==> src/rtl/event_region_sched.sv <==
// event_region_sched: batches simultaneous requests into one step and drains them onto a single channel,
// active region first then deferred region, each in ascending index; two-region mode needs REGION_DEFER_EN.
module event_region_sched #(
  parameter int N_REQ = 4,
  parameter int DATA_W = 8,
  parameter int CNT_W = 16,
  localparam int ID_W = $clog2(N_REQ)
) (
  input  logic                    clk,
  input  logic                    rst,
  input  logic [N_REQ-1:0]        req_valid,
  input  logic [N_REQ-1:0]        req_defer,
  input  logic [N_REQ*DATA_W-1:0] req_data,
  output logic [N_REQ-1:0]        req_ack,
  output logic                    out_valid,
  input  logic                    out_ready,
  output logic [ID_W-1:0]         out_id,
  output logic [DATA_W-1:0]       out_data,
  output logic                    out_deferred,
  output logic                    busy,
  output logic                    step_done,
  output logic [CNT_W-1:0]        step_cnt
);
  typedef enum logic [1:0] {S_IDLE, S_ACTIVE, S_DEFERRED, S_DONE} state_t;
  state_t r_state, w_next;
  logic [N_REQ-1:0] r_pend_act, r_pend_def, w_cap_act, w_cap_def, w_sel, w_sel_oh, w_rem;
  logic [N_REQ*DATA_W-1:0] r_data, w_cap_data;
  logic [CNT_W-1:0] r_step_cnt;
  logic w_capture, w_fire;
`ifdef REGION_DEFER_EN
  assign w_cap_act = req_valid & ~req_defer;
  assign w_cap_def = req_valid & req_defer;
  assign out_deferred = r_state == S_DEFERRED;
`else
  logic w_unused;
  assign w_cap_act = req_valid;
  assign w_cap_def = '0;
  assign out_deferred = 1'b0;
  assign w_unused = ^req_defer;
`endif
  assign w_capture = r_state == S_IDLE && |req_valid;
  assign req_ack = (r_state == S_IDLE && !rst) ? req_valid : '0;
  assign out_valid = r_state == S_ACTIVE || r_state == S_DEFERRED;
  assign busy = r_state != S_IDLE;
  assign step_done = r_state == S_DONE;
  assign step_cnt = r_step_cnt;
  assign w_sel = r_state == S_ACTIVE ? r_pend_act : r_state == S_DEFERRED ? r_pend_def : '0;
  // isolate the lowest set bit; what remains after it is the rest of the region
  assign w_sel_oh = w_sel & -w_sel;
  assign w_rem = w_sel & ~w_sel_oh;
  assign w_fire = out_valid && out_ready;
  assign out_data = out_valid ? r_data[out_id*DATA_W +: DATA_W] : '0;
  always_comb begin
    out_id = '0;
    for (int i = N_REQ - 1; i >= 0; i--) if (w_sel[i]) out_id = i[ID_W-1:0];
  end
  always_comb begin
    w_cap_data = '0;
    for (int i = 0; i < N_REQ; i++)
      w_cap_data[i*DATA_W +: DATA_W] = req_valid[i] ? req_data[i*DATA_W +: DATA_W] : '0;
  end
  always_comb begin
    w_next = r_state;
    unique case (r_state)
      S_IDLE:     w_next = !(|req_valid) ? S_IDLE : |w_cap_act ? S_ACTIVE : S_DEFERRED;
      S_ACTIVE:   w_next = (out_ready && w_rem == '0) ? (|r_pend_def ? S_DEFERRED : S_DONE) : S_ACTIVE;
      S_DEFERRED: w_next = (out_ready && w_rem == '0) ? S_DONE : S_DEFERRED;
      default:    w_next = S_IDLE;
    endcase
  end
  always_ff @(posedge clk) begin
    if (rst) begin
      r_state <= S_IDLE;
      r_pend_act <= '0;
      r_pend_def <= '0;
      r_data <= '0;
      r_step_cnt <= '0;
    end else begin
      r_state <= w_next;
      if (w_capture) begin
        r_pend_act <= w_cap_act;
        r_pend_def <= w_cap_def;
        r_data <= w_cap_data;
      end else if (w_fire && r_state == S_ACTIVE) r_pend_act <= w_rem;
      else if (w_fire && r_state == S_DEFERRED) r_pend_def <= w_rem;
      if (r_state == S_DONE) r_step_cnt <= r_step_cnt + CNT_W'(1);
    end
  end
endmodule

==> config.mk <==
export PLATFORM = sky130hd
export DESIGN_NAME = event_region_sched
export DESIGN_NICKNAME = d
export VERILOG_FILES = /design/src/rtl/event_region_sched.sv
export SDC_FILE = /design/constraint.sdc
export NUM_CORES = 1
export LEC_CHECK = 0
export ABC_AREA = 1
export CORE_MARGIN = 2
export CORE_UTILIZATION = 30
export DETAILED_ROUTE_END_ITERATION = 8
export GPL_TIMING_DRIVEN = 0
export PLACE_DENSITY = 0.54
export REMOVE_ABC_BUFFERS = 1
export SLEW_MARGIN = 20
export SYNTH_ARGS = -nofsm -noshare
export SYNTH_HDL_FRONTEND = slang
export SYNTH_SLANG_ARGS = --single-unit
==> constraint.sdc <==
create_clock -name clk -period 2.7 [get_ports clk]
set_clock_uncertainty 0.15 [all_clocks]
set_input_delay 0.675 -clock clk [delete_from_list [all_inputs] [get_ports clk]]
set_output_delay 0.675 -clock clk [all_outputs]
set_load 0.005 [all_outputs]
# --- Yosys cells after proc, flatten, opt, wreduce, memory -nomap -nowiden ---
# Index checks and enable logic that the tools add are counted.
totals:
  ff_bits: 58
  inputBits: 43
  out_inout_bits: 34
  word_cells: 50
op_classes:
  add_sub_neg: 2
  n_eq_ne: 3
  n_shift: 1
  muxes: 19
  bitwise_logic: 4
  reduce_logical: 16
ops:
  columns: ["cell", "count"]
  rows:
  - ["two-way mux 8 bit", 5]
  - ["variable part select 32 x 6 -> 8 bit", 1]
  - ["two-way mux 4 bit", 5]
  - ["adder 16 x 1 -> 16 bit, second input constant", 1]
  - ["two-way mux 2 bit", 5]
  - ["AND 4 bit", 2]
  - ["OR reduction 4 bit", 2]
  - ["logical AND 1 bit", 6]
  - ["case mux 2 bit (3 select lines)", 1]
  - ["equality test 2 bit, second input constant", 2]
  - ["zero test 4 bit", 1]
  - ["negator 4 bit", 1]
  - ["inverter 4 bit", 1]
  - ["nonzero test 2 bit", 2]
  - ["two-way mux 1 bit", 3]
  - ["equality test 2 x 1 -> 1 bit, second input constant", 1]
  - ["zero test 2 bit", 1]
  - ["AND reduction 2 bit", 1]
  - ["OR reduction 2 bit", 1]
  - ["zero test 1 bit", 1]
  - ["logical OR 1 bit", 1]
  - ["inverter 1 bit", 1]

# --- Longest topological paths before layout ---
logic_depth:
  depth_word: 11
  mapped_depth: 12
  depth_no_buf: 11

# --- Worst setup path after synthesis ---
# OpenSTA, ideal clock, no wires.
synth_timing:
  path_kind: "register to output"
  startpoint: "register r_state[1]"
  endpoint: "output out_data[0]"
  arrival_ns: 1.576
  t_required_ns: 1.875
  setup_slack_ns: 0.299
  path_stages_with_launch: 10
  path_buffers: 1
  cell_sequence: "dfxtp_1 > inv_1 > ha_1 > buf_4 > o21ai_0 > nor2_1 > nor2_4 > inv_2 > nand3_1 > a21oi_1"
synth_via:
  elab_chain_cells: 9
  word_cells_on_any_way: 11
  classes_between: "2 x eq/ne; 1 x shift; 7 x mux; 1 x reduce/logical"
synth_lines:
  columns: ["element", "line_no", "rtl"]
  rows:
  - ["start: declaration", "25", "state_t r_state, w_next;"]
  - ["start signal: assignment", "79", "r_state <= w_next;"]
  - ["equality test 2 bit", "47", "assign w_sel = r_state == S_ACTIVE ? r_pend_act : r_state == S_DEFERRED ? r_pend_def : '0;"]
  - ["two-way mux 4 bit", "47", null]
  - ["two-way mux 4 bit (*)", "47", null]
  - ["two-way mux 2 bit (3 in a row)", "55", "for (int i = N_REQ - 1; i >= 0; i--) if (w_sel[i]) out_id = i[ID_W-1:0];"]
  - ["two-way mux 2 bit (*)", "55", null]
  - ["net out_id[1]", "17", "output logic [ID_W-1:0] out_id,"]
  - ["variable part select 32 x 6 -> 8 bit (*)", "52", "assign out_data = out_valid ? r_data[out_id*DATA_W +: DATA_W] : '0;"]
  - ["two-way mux 8 bit (*)", "52", null]
  - ["end: declaration", "18", "output logic [DATA_W-1:0] out_data,"]
# The timed path passes the listed nets; every way through them passes the cells marked *.

# --- Final worst setup path ---
layout_timing:
  startpoint: "register r_state[1]"
  endpoint: "output out_data[6]"
layout_via:
  elab_chain_cells: 9
  word_cells_on_any_way: 11
  classes_between: "2 x eq/ne; 1 x shift; 7 x mux; 1 x reduce/logical"
layout_lines:
  columns: ["element", "line_no"]
  rows:
  - ["equality test 2 bit", "43, 47"]
  - ["two-way mux 4 bit (2 in a row)", "47"]
  - ["two-way mux 2 bit (4 in a row)", "55"]
  - ["variable part select 32 x 6 -> 8 bit", "52"]
  - ["two-way mux 8 bit (*)", "52"]
# Mark *: on every way between the ends. The rest lies on a longest branch, timed or not.

==> results.json <==
{
  "outcome": "finished, violations left",
  "violations": "setup timing",
  "fillCellCount": 875,
  "tightestPinTransition_ns": 0.6923,
  "route.vias.total": 2829,
  "post-route-drc-count": 0,
  "intPower_uw": 1681,
  "overflow": 0,
  "power_frac_seq": 0.374,
  "async_flop_share": 0,
  "cts_hold_buf": 0,
  "ys_types": 32,
  "setup_violations": 9,
  "clk_pin_slew_ns": 0.06,
  "track_usage": 0.1694,
  "synth-seq-cells": 57,
  "core_mm2": 0.008721,
  "cts_tree": "built",
  "antenna_cells": 0,
  "rr_endpoint": "step_cnt[15]",
  "grt_pass1_vias": 2670,
  "rsz0062_at_grt": "yes",
  "multi_input_area_mm2": 0.001508,
  "nNetsFinal": 535,
  "cts_made_buffers": 9,
  "tns_ns": -1.098,
  "rrSetupSlack_ns": 0.63,
  "seqCellArea_mm2": 0.001144,
  "wl_per_cell_um": 13.63,
  "port_buffers": 71,
  "synth-edff-count": 0,
  "cp_data_required_time_ns": 1.88,
  "gp_congestion": 0.8043,
  "num_io_pins": 77,
  "ys_warn_count": 0,
  "hold_violations": 0,
  "crit_end": "out_data[6]",
  "dp_slack_ns": -1.294,
  "crit_start": "r_state[1]",
  "drtIter0Drc": 100,
  "leakage_uw": 0.001653,
  "power_density_mw_per_mm2": 603.9,
  "dieHeight_um": 98.92,
  "die-area_mm2": 0.009784,
  "combPwrFrac": 0.300,
  "netSwitchingPower_uw": 785.0,
  "arrival_ns": 2.03,
  "drv_slew": 0,
  "synth_seq_area_share": 0.4222,
  "initial_utilization": 0.3099,
  "power_uw": 2466,
  "drive_above_1_share": 0.1976,
  "drtPass1Iterations": 4,
  "hpwl_um": 5256,
  "timing.final.crit_share": 1.058,
  "min_path_type": "flop to flop",
  "hold_slack_ns": 0.3256,
  "start_kind": "flop",
  "switching_share": 0.3183,
  "clock_latency_ns": 0.33,
  "drv_cap": 0,
  "timing.rr.start": "r_state[1]",
  "synth.avg_cell_area_um2": 6.930,
  "cts_sinks": 57,
  "rows": 34,
  "fin_ws_ns": -0.1575,
  "area_growth_pct": 51.11,
  "finalWirelength_um": 8162,
  "fmax_mhz": 350.0,
  "syn_inst": 390,
  "min_period_ns": 2.858,
  "path_class": "flop to output pin",
  "root_buffer": "clkbuf_8",
  "crit_fanout": 6,
  "power.share.clock": 0.326,
  "die_w_um": 98.92,
  "synth_area_mm2": 0.002703,
  "grt_max_degree": 37,
  "max-slew-margin-rel": 0.5342,
  "grt_pass1_wl_um": 13270,
  "antenna_found_initial": 0,
  "r2r_cells": 7,
  "vdd_ir_drop_max_mv": 0.2974,
  "cts_buffer_depth": 2,
  "htree_levels": 3,
  "endpoint_kind": "output pin",
  "ys.flop_type": "dfxtp_1",
  "viasPerCell": 4.723,
  "ant_nets": 0
}
power groups by stage:
| stage | Sequential (uW) | Combinational, uW | Clock (uW) |
|---|---|---|---|
| finish | 921 | 741 | 804 |
| global route | 926 | 811 | 858 |
| CTS | 920 | 720 | 821 |
| detailed placement | 932 | 561 | 0 |
| global placement | 931 | 559 | 0 |
| floorplan | 928 | 310 | 0 |
per-stage QoR:
stage          cell area [um2]    util  cells
3_3_place_gp              3486  0.3997    558
2_1_floorplan             2640       -    379
4_1_cts                   4041  0.4634    596
5_1_grt                   4084  0.4683    599
6_report                  4084  0.4683    599
3_5_place_dp              3486  0.3997    558
registers in the layout (all words and copies together) (netlist names):
name / count
r_pend_def: 3
r_data: 32
step_cnt: 16
r_pend_act: 4
r_state: 2
cell usage after synthesis (2+ instances only):
cell type | count | share of area
a211oi_1 | 2 | 0.0056
a21oi_1 | 23 | 0.043
a31oi_1 | 2 | 0.0046
buf_2 | 2 | 0.0037
buf_4 | 3 | 0.0083
clkbuf_1 | 5 | 0.0069
dfxtp_1 | 57 | 0.42
ha_1 | 5 | 0.023
inv_1 | 58 | 0.081
inv_2 | 2 | 0.0028
nand2_1 | 89 | 0.12
nand2_2 | 2 | 0.0046
nand2_4 | 2 | 0.0083
nand3_1 | 48 | 0.089
nand4_1 | 2 | 0.0046
nor2_1 | 25 | 0.035
nor3_1 | 3 | 0.0056
o21a_1 | 2 | 0.0056
o21ai_0 | 43 | 0.080
o21ai_2 | 2 | 0.0065
xnor2_1 | 2 | 0.0065
cells in the final DEF (no fill, tap or decap), types with 3 or more instances in the layout:
cell type         n
nand2_2           9
nand3_1          37
buf_4            17
ha_1              3
o21ai_0          42
dfxtp_1          55
nand3_2          11
nor3_1            3
buf_6             6
buf_2             8
nor2_4            6
nor2_1           21
nand2_1          81
a21oi_2           5
dlygate4sd2_1     3
clkdlybuf4s50_1  57
inv_1            55
a21oi_1          19
nand2_8           4
clkbuf_8         11
inv_2             3
final cells by class:
type / count / area share
Clock inverter: 3 / 0.009804
Clock buffer: 12 / 0.03799
Sequential cell: 57 / 0.2800
Multi-Input combinational cell: 264 / 0.3692
Timing Repair Buffer: 94 / 0.2111
Inverter: 61 / 0.05882
Tap cell: 108 / 0.03309
routing by layer:
metal | vias up | track usage | share of wire
met1 | 1293 | 0.2235 | 0.46
li1 | 1451 | - | -
met2 | 77 | 0.2749 | 0.48
met3 | 8 | 0.03121 | 0.051
met4 | 0 | 0.06533 | 0.011
met5 | - | 0 | 0
worst max-delay path, stage by stage (launching register included):
cell and delay, ns:
dfxtp_2 0.35, inv_2 0.06, ha_4 0.19, buf_8 0.14, nand2_1 0.08, nand2_2 0.07
nand2_2 0.10, nand2_8 0.10, buf_6 0.14, nand3_1 0.07, nand3_2 0.09, a21oi_2 0.17
buf_2 0.13
timing repair:
action / in CTS / in global routing
gates resized for setup: 97 / 10
buffers inserted: 20 / 3
endpoints found under the setup margin: 50 / 11
pin swaps: 21 / 7
gates cloned: 3 / 0
endpoints found under the hold margin: 0 / 0
kinds of logic (layout without fill, tap and decap cells):
group,after synthesis,after routing,synth area share
adder cells (fa/ha/maj),5,5,0.02315
other,1,1,0.001388
XOR/XNOR,3,3,0.009724
AND/OR/NAND/NOR,176,179,0.2861
AO/OA/AOI/OAI,76,76,0.1495
buffers and inverters,72,170,0.1079
flip-flops,57,57,0.4222
worst min-delay path by stage:
stage | startpoint | to | slack [ns] | depth (start not counted)
floorplan | r_data[0] | r_data[0] | 0.30 | 2
global placement | r_data[2] | r_data[2] | 0.31 | 2
detailed placement | r_data[28] | r_data[28] | 0.32 | 2
CTS | r_data[28] | r_data[28] | 0.33 | 2
global route | r_data[22] | r_data[22] | 0.34 | 2
finish | r_data[28] | r_data[28] | 0.33 | 2
Note: power is estimated with default switching activity, not from simulation.
==> RTL edit, RTL diff (config.mk and constraints unchanged) <==
Change the parameter `N_REQ` from 4 to 2.
--- a/src/rtl/event_region_sched.sv
+++ b/src/rtl/event_region_sched.sv
@@ -1,7 +1,7 @@
 // event_region_sched: batches simultaneous requests into one step and drains them onto a single channel,
 // active region first then deferred region, each in ascending index; two-region mode needs REGION_DEFER_EN.
 module event_region_sched #(
-  parameter int N_REQ = 4,
+  parameter int N_REQ = 2,
   parameter int DATA_W = 8,
   parameter int CNT_W = 16,
   localparam int ID_W = $clog2(N_REQ)
Ports: changed (5 resized); port bits go from 77 to 54. The function was not compared with the original's and may differ.
==> RTL edit against the unedited design <==
- synthesized area shrank 36%
- routed wire length is 44% lower
- global-route usage fell by 2.1 points
- sequential cell count shrank 20
- worst setup slack better by 0.21 ns
- clock power down 52%
- fmax rose by 7.8%
- power decreased by 48%
- cell area shrank 37%
- sequential share of layout area up 1.0 points
- largest cell class unchanged
- largest power group unchanged
==> RTL edit: results (changes against the unedited design) <==
Post-synth top cells=40 x nand2_1, 37 x dfxtp_1, 37 x inv_1 (was 89 x nand2_1, 58 x inv_1, 57 x dfxtp_1); Post-Route WL=4.54 mm (was 8.16 mm); first-pass GRT wire length=7.47 mm (was 13.3 mm); routing usage on met1=18.7% (was 22.3%); Max IR drop VDD=0.000209 V (was 0.000297 V); H-tree Lvls=2 (was 3); register area share after synthesis=42.6% (was 42.2%); Placed Area=2300 um^2 (was 3490 um^2); Initial DRC Count=68 (was 100); clk slew on worst S/H paths=0.07 ns; HP Class=flip-flop to flip-flop (unchanged); FILL cells=566 (was 875); ys async rst share=0% (unchanged); CTS max path bufs=2 (unchanged); GR Util met3=3.93% (was 3.12%); clk_lat worst skew=0.28 ns (was 0.33 ns); GRT met2 Usage=25.3% (was 27.5%); largest net degree at the start of global routing=25 (was 37); Root Buffer=clkbuf_8 (unchanged); Sw Ratio=27.7% (was 31.8%); pre-CTS setup slack=-0.639 ns (was -1.29 ns); Max-slew headroom=50.9% (was 53.4%); dpl cells=348 (was 558); layout cells sized above 1=17.2% (was 19.8%); I/O Buffers=50 (was 71); Inserted Clock Buffers=5 (was 9); gr usage total=14.8% (was 16.9%); Final nets=325 (was 535); total number of vias=1709 (was 2829); gate count after technology mapping=232 (was 390); Pleak=1.04 nW (was 1.65 nW); vias in the first global route=1631 (was 2670); DPL Wire Length=2.95 mm (was 5.26 mm); Distinct cells, synth=25 (was 32); status=finished clean (was finished with violations); First-pass DRT Iterations=4 (unchanged); CP Data Arrival Time=1.83 ns (was 2.03 ns); antenna violations before repair=0 (unchanged); DR WL/cell=12.3 um (was 13.6 um); Synth area leaders=dfxtp_1 43%, nand2_1 8.6%, inv_1 8.0% (was dfxtp_1 42%, nand2_1 12%, nand3_1 8.9%); RePlAce Congestion=0.737 (was 0.804)
==> RTL edit: cell types whose count changed in the layout (fill, tap and decap cells not counted), moves of 5 or more <==
cell,change
a32o_1,+8
buf_2,-8
buf_4,-5
buf_6,-6
clkbuf_8,-5
clkdlybuf4s50_1,-18
dfxtp_1,-20
inv_1,-20
nand2_1,-44
nand3_1,-31
nand3_2,-10
o21ai_0,-25
o21ai_1,+7
==> RTL edit: critical path, cell delays in order (launching register included) <==
cell and delay [ns]:
dfxtp_2 0.35, inv_2 0.06, ha_2 0.18, inv_2 0.05, o21bai_4 0.20, nand2_4 0.10, buf_4 0.15, buf_4 0.13
a21oi_2 0.12, clkdlybuf4s15_2 0.21
==> RTL edit: power groups by stage <==
stage	Clock [W]	Sequential, W	Combinational (W)
after floorplan	0	0.000596	0.000116
after global placement	0	0.000599	0.000239
after detailed placement	0	0.000599	0.000241
after CTS	0.000403	0.000588	0.000298
after global routing	0.000426	0.000593	0.000345
final	0.000388	0.000590	0.000314
==> RTL edit: cell families (layout without fill, tap and decap cells) <==
family / Yosys count / in the layout / synth area share [%]
AOI/OAI and AO/OA: 64 / 64 / 21.5
adders and majority gates: 5 / 5 / 3.59
buffers and inverters: 44 / 107 / 10.2
DFF: 37 / 37 / 42.6
other: 1 / 1 / 0.215
and+or+nand+nor: 81 / 83 / 21.9
==> RTL edit: per-stage QoR <==
step | utilization, % | total power (W)
floorplan | - | 0.000712
global placement | 41.4 | 0.000838
detailed placement | 41.4 | 0.000839
CTS | 45.5 | 0.00129
global route | 46.2 | 0.00136
finish | 46.2 | 0.00129
==> RTL edit: routing by layer <==
metal	vias up	part of all wire, %
met2	47	47
met1	764	48
met4	0	0.33
met5	-	0
li1	896	-
met3	2	5.4
==> RTL edit: cell type report <==
class                           instances  area share (%)
Tap cell                               72            3.52
Inverter                               38            5.57
Sequential cell                        37            29.0
Timing Repair Buffer                   62            22.8
Multi-Input combinational cell        153            35.6
Clock buffer                            7            3.37
==> RTL edit: worst paths after layout <==
| path | start | to | slack (ns) | cells after the start |
|---|---|---|---|---|
| max | r_state[0] | out_data[7] | 0.05 | 9 |
| min reg2reg | r_pend_def[1] | r_pend_def[1] | 0.31 | 2 |
| max reg2reg | r_state[1] | r_data[2] | 0.77 | 7 |
| min | r_pend_def[1] | r_pend_def[1] | 0.31 | 2 |
==> RTL edit: repair_timing <==
item	CTS	global route
endpoints found under the setup margin	11	9
buffers inserted	9	3
gates cloned	2	0
gates resized for setup	36	11
pin swaps	4	1
